<file path="src/rtl/krz_gpio_irq.sv">
// GPIO edge-detect interrupt stage: per-bit rise/fall enables set sticky pending
// bits, irq is their OR, and a Wishbone classic slave exposes the registers.
module krz_gpio_irq #(
    parameter int N = 16
) (
    input  logic         clk,
    input  logic         rst,
    input  logic [N-1:0] gpio_read,
    input  logic         wb_cyc_i,
    input  logic         wb_stb_i,
    input  logic         wb_we_i,
    input  logic [1:0]   wb_adr_i,
    input  logic [31:0]  wb_dat_i,
    output logic [31:0]  wb_dat_o,
    output logic         wb_ack_o,
    output logic         irq
);

    localparam logic [1:0] ADR_IN      = 2'd0;
    localparam logic [1:0] ADR_RISE_EN = 2'd1;
    localparam logic [1:0] ADR_FALL_EN = 2'd2;
    localparam logic [1:0] ADR_PENDING = 2'd3;

    logic [N-1:0] prev;
    logic [N-1:0] rise_en;
    logic [N-1:0] fall_en;
    logic [N-1:0] pending;
    logic         primed;

    logic         access;
    logic         wr_acc;
    logic         rd_acc;
    logic [N-1:0] wr_bits;
    logic [N-1:0] rise;
    logic [N-1:0] fall;
    logic [N-1:0] w1c;
    logic [N-1:0] pending_nxt;
    logic [31:0]  rd_data;
    logic         unused_dat;

    // Handshake: a request (cyc & stb) is accepted on any edge where ack is low;
    // ack follows for exactly one cycle, so a held strobe transfers every 2 cycles.
    assign access  = wb_cyc_i & wb_stb_i & ~wb_ack_o;
    assign wr_acc  = access & wb_we_i;
    assign rd_acc  = access & ~wb_we_i;
    assign wr_bits = wb_dat_i[N-1:0];

    // Edges are masked until one clock has captured a real previous level.
    assign rise = primed ? (gpio_read & ~prev) : '0;
    assign fall = primed ? (~gpio_read & prev) : '0;

    assign w1c = (wr_acc && wb_adr_i == ADR_PENDING) ? wr_bits : '0;

    // Set terms are ORed after the clear, so a new edge beats a same-cycle W1C.
    assign pending_nxt = (pending & ~w1c) | (rise & rise_en) | (fall & fall_en);

    assign irq = |pending;

    always_comb begin
        rd_data = '0;
        case (wb_adr_i)
            ADR_IN:      rd_data = 32'(gpio_read);
            ADR_RISE_EN: rd_data = 32'(rise_en);
            ADR_FALL_EN: rd_data = 32'(fall_en);
            ADR_PENDING: rd_data = 32'(pending);
            default:     rd_data = '0;
        endcase
    end

    always_ff @(posedge clk or posedge rst) begin
        if (rst) begin
            prev     <= '0;
            primed   <= 1'b0;
            pending  <= '0;
            rise_en  <= '0;
            fall_en  <= '0;
            wb_ack_o <= 1'b0;
            wb_dat_o <= '0;
        end else begin
            prev     <= gpio_read;
            primed   <= 1'b1;
            pending  <= pending_nxt;
            wb_ack_o <= access;
            wb_dat_o <= rd_acc ? rd_data : '0;
            if (wr_acc && wb_adr_i == ADR_RISE_EN) begin
                rise_en <= wr_bits;
            end
            if (wr_acc && wb_adr_i == ADR_FALL_EN) begin
                fall_en <= wr_bits;
            end
        end
    end

    // Upper write-data bits have no register behind them when N < 32.
    assign unused_dat = ^wb_dat_i;

endmodule

</file>
<file path="config.mk">
export PLATFORM = sky130hd
export DESIGN_NAME = krz_gpio_irq
export DESIGN_NICKNAME = d
export VERILOG_FILES = /design/src/rtl/krz_gpio_irq.sv
export SDC_FILE = /design/constraint.sdc
export NUM_CORES = 1
export LEC_CHECK = 0
export CORE_UTILIZATION = 45
export DETAILED_ROUTE_END_ITERATION = 10
export HOLD_SLACK_MARGIN = 0.06
export PLACE_DENSITY = 0.76
export SKIP_CTS_REPAIR_TIMING = 1
export SLEW_MARGIN = 20
export SYNTH_ARGS = -nofsm -noshare
export SYNTH_HDL_FRONTEND = slang
export SYNTH_SLANG_ARGS = --single-unit
</file>
<file path="constraint.sdc">
create_clock -name clk -period 2.7 [get_ports clk]
set_input_delay 0.54 -clock clk [delete_from_list [all_inputs] [get_ports clk]]
set_output_delay 0.54 -clock clk [all_outputs]
set_load 0.05 [all_outputs]
</file>
## Word-level counts from Yosys, hierarchy flattened

Index checks and enable logic that the tools add are counted.

| storage, ports and cells | value |
|---|---|
| input port bits | 55 |
| register bits after elaboration | 98 |

| cells by class | value |
|---|---|
| equality and inequality tests | 3 |
| reduce and logical (&&, ||, !) cells | 5 |
| bitwise logic cells | 16 |
| mux-type cells | 5 |

Operator list:

| cell | number |
|---|---|
| case mux 32 bit (4 select lines) | 1 |
| bitwise AND 16 bit | 5 |
| 2-to-1 mux 16 bit | 3 |
| NOT 16 bit | 3 |
| 2-to-1 mux 32 bit | 1 |
| bitwise OR 16 bit | 2 |
| OR reduction 16 bit | 1 |
| bitwise AND 1 bit | 4 |
| equality test 2 bit, second input constant | 2 |
| logical AND 1 bit | 3 |
| equality test 2 x 1 -> 1 bit, second input constant | 1 |
| logical NOT 2 bit | 1 |
| NOT 1 bit | 2 |

## Depth between registers and ports, before layout

| depth | value |
|---|---|
| depth in word-level cells | 9 |
| depth in mapped cells | 6 |
| depth with buffers taken out | 3 |

## Least setup slack after synthesis

OpenSTA, ideal clock, no wires.

| path | value |
|---|---|
| path type | flip-flop to flip-flop |
| start | reg wb_ack_o |
| end | reg rise_en[0] |
| stages on the path, launching flop included | 5 |
| path slack | 0.866 ns |
| data arrival time | 1.710 ns |
| period minus slack after synthesis | 1.834 ns |
| data required time | 2.575 ns |
| setup time | 0.125 ns |
| cells stage by stage | dfrtp_1 -> nand4b_4 -> nor3b_4 -> buf_6 -> mux2_2 |

| between the ends | value |
|---|---|
| word-level cells in the longest chain between the ends | 4 |

Ends and longest elaborated chain:

| what | line | RTL |
|---|---|---|
| start: declaration | 15 | `output logic wb_ack_o,` |
| start signal: assignment | 83 | `wb_ack_o <= access;` |
| NOT 1 bit | 43 | `assign access = wb_cyc_i & wb_stb_i & ~wb_ack_o;` |
| bitwise AND 1 bit | 43 |  |
| bitwise AND 1 bit | 44 | `assign wr_acc = access & wb_we_i;` |
| logical AND 1 bit | 85 | `if (wr_acc && wb_adr_i == ADR_RISE_EN) begin` |
| end signal: assignment | 86 | `rise_en <= wr_bits;` |
| end: declaration | 25 | `logic [N-1:0] rise_en;` |

Every way passes these cells.
A chain may end at the register's enable or synchronous reset.

## Worst setup path after layout

| path | value |
|---|---|
| start | reg pending[3] |
| end | out irq |

| between the ends | value |
|---|---|
| word-level cells in the longest chain between the ends | 1 |

Ends and longest elaborated chain:

| what | line | RTL |
|---|---|---|
| start: declaration | 27 | `logic [N-1:0] pending;` |
| start signal: assignment | 82 | `pending <= pending_nxt;` |
| OR reduction 16 bit | 57 | `assign irq = \|pending;` |
| end: declaration | 16 | `output logic irq` |

Every way passes these cells.

==> summary.md <==
| Metric | Value |
|---|---|
| Final Hold Vio Count | `0` |
| Dpl cells | `~430` |
| IO Port Bufs | `56` |
| Nets | `390` |
| Via count | `roughly 2,400` |
| DRC | `0` |
| Crit path required time | `~2200 ps` |
| Power density over the cells | `approximately 690 mW/mm^2` |
| Reg power frac | `51.2%` |
| Syn Inst Count | `~270` |
| HPWL Detailed | `5.134 mm` |
| Gate power share | `19.3%` |
| Worst-path clk slew | `approximately 80 ps` |
| Final Wtd Congestion | `approximately 0.79` |
| Max cap viols | `0` |
| R2R depth | `4` |
| Largest net degree at the start of global routing | `83` |
| Routed len/inst | `~17 um` |
| Crit Path Class | `reg -> out` |
| Max Fclk | `441.5 MHz` |
| I/O pin total | `89` |
| Mapped Area | `0.003689 sq mm` |
| Register area share after synthesis | `55.63%` |
| Internal power | `approximately 0.0023 W` |
| Drt total wl | `7.620 mm` |
| # setup viols final | `0` |
| Startpoint types | `register` |
| Worst flop-to-flop path startpoint | `wb_ack_o` |
| Skew final | `just under 8 ps` |
| EDFF count, synth | `0` |
| Final Cycle Share | `83.89%` |
| Layout cells sized above 1 | `23.24%` |
| Initial antenna violation count | `0` |
| Crit path capture | `irq` |
| Tightest Pin Transition | `650.2 ps` |
| Worst R2R Setup Slack | `between 1000 and 1500 ps` |
| CTS tree | `yes` |
| P&R area growth vs syn | `23.54%` |
| # diodes | `0` |
| Net switching power | `0.0008688 W` |
| Worst setup EP type | `output pin` |
| Unrepaired setup endpoints after global routing | `no` |
| Die area | `0.008563 sq mm` |
| Worst hold-check path type | `reg -> reg` |
| Post-route minimum period | `2265 ps` |
| Vias per cell | `roughly 5.4` |
| Core footprint | `roughly 0.008 sq mm` |
| Synth unique cells | `25` |
| Worst-case clock buffer depth | `2` |
| Worst skew pair latency | `around 360 ps` |
| Crit path arrival time | `1720 ps` |
| CP startpoint | `pending[3]` |
| Top cells by count, synth | `dfrtp_1 (82), mux2_2 (32), buf_4 (19), nand2_1 (17)` |
| Dominant cell type by area after synthesis | `dfrtp_1` |
| Clock sinks | `82` |
| Synth area leaders | `dfrtp_1 (56%), mux2_2 (9.8%), mux4_2 (9.8%)` |
| First-pass GRT wire length | `12.11 mm` |
| Clock Tree Root | `clkbuf_8` |
| Worst-path maximum fanout | `3` |
| Remaining antenna violation count | `0` |
| Clock share of power | `29.5%` |
| Die H | `about 93 um` |
| Placed Instance Area | `between 0.004 and 0.005 sq mm` |
| Switch share | `27.77%` |
| Congestion Overflow GR | `0` |
| Synth warn | `0` |
| Peak VDD IR | `239.8 uV` |
| Iteration-0 DRC Markers | `184` |
| Initial Util | `47.24%` |
| Mean area per synthesized cell | `13.61 sq um` |
| Yosys reg bits | `around 80` |
| Total GRT Usage | `19.15%` |
| Vias in the first global route | `2,389` |
| Area share of the largest cell type after synthesis | `55.63%` |
| Pleak | `1.846 nW` |
| Critical R2R Capture | `fall_en[14]` |
| Max_slew headroom | `around 57%` |
| Drt first pass iters | `4` |
| Die W | `92.54 um` |
| Asr flop ratio synth | `100.0%` |
| Final cell count without fillers | `442` |
| Slew Limit Fails | `0` |
| H-Tree Depth | `3` |
| Finished Cell Area | `0.004557 sq mm` |
| Rows | `32` |
| Total CTS buffers | `9` |
| Top FF cell, synth | `dfrtp_1` |
| Outcome | `complete, no violations` |
| Count leader, synth | `dfrtp_1` |
## registers in the layout, summed over array words and instances (netlist names)
register  flops
rise_en      16
prev         16
pending      16
primed        1
fall_en      16
wb_dat_o     16
wb_ack_o      1
## logic make-up after synthesis
group	Yosys count	share of synthesized area (%)
AOI/OAI and AO/OA	32	5.970
buffers and inverters	30	5.563
DFF	82	55.63
muxes	48	19.54
other	2	0.2036
and+or+nand+nor	77	13.09
## cell type report
cell class                 count  area, sq um
timing repair buffer          67        670.6
clock inverter                 5        62.56
inverter                       1        5.005
clock buffer                  11        151.4
sequential                    82         2052
tap                          102        127.6
fill                         632         3251
multi-input combinational    174         1488
## worst min path at each step
| stage | startpoint | endpoint | cells after the start | slack [ps] |
|---|---|---|---|---|
| 2_1_floorplan | pending[11] | pending[11] | 1 | 490 |
| 3_3_place_gp | wb_ack_o | wb_ack_o | 1 | 500 |
| 3_5_place_dp | wb_ack_o | wb_ack_o | 1 | 520 |
| 4_1_cts | wb_ack_o | wb_ack_o | 1 | 540 |
| 5_1_grt | wb_ack_o | wb_ack_o | 1 | 540 |
| 6_report | wb_ack_o | wb_ack_o | 1 | 530 |
## worst max-delay path: stages (launching register included)
cell and delay, ps:
dfrtp_1 420, nor4_1 400, nand4_1 200, dlymetal6s2s_1 350
## metrics by stage
step | util (%) | TNS, ps | worst slack, ps | power (W) | hold WS, ps
after floorplan | - | 0 | 51.56 | 0.002033 | 490.8
after global placement | 55.59 | 0 | 388.3 | 0.002193 | 504.2
after detailed placement | 55.59 | 0 | 352.4 | 0.002225 | 517.5
after CTS | 58.33 | -2.212 | -2.212 | 0.003151 | 535.1
after global routing | 58.37 | 0 | 365.7 | 0.003268 | 542.0
final | 58.37 | 0 | 435.1 | 0.003128 | 525.1
## power by group through the flow
stage | Sequential (W) | Clock [W] | Combinational, W
global placement | 0.00160 | 0 | 0.000588
floorplan | 0.00160 | 0 | 0.000430
global route | 0.00162 | 0.000994 | 0.000651
finish | 0.00160 | 0.000924 | 0.000604
CTS | 0.00159 | 0.000946 | 0.000609
detailed placement | 0.00162 | 0 | 0.000607
## cells in the final DEF (no fill, tap or decap), types with 4 or more instances in the layout
| master | n |
|---|---|
| dfrtp_1 | 82 |
| clkdlybuf4s50_1 | 55 |
| mux2_2 | 32 |
| nand2_1 | 17 |
| conb_1 | 17 |
| mux4_2 | 16 |
| nor2b_1 | 16 |
| nand3_1 | 16 |
| nand3b_1 | 16 |
| o21ai_0 | 16 |
| a22o_1 | 16 |
| clkbuf_8 | 11 |
| buf_4 | 9 |
| nor4_1 | 4 |
## routing by layer
layer / vias to the layer above / wire length (um) / GRT usage, %
li1: 1087 / - / -
met1: 1214 / 3238 / 24.89
met2: 78 / 3839 / 31.17
met3: 12 / 404 / 3.941
met4: 0 / 138 / 8.333
met5: - / 0 / 0
(Power assumes the default switching activity.)
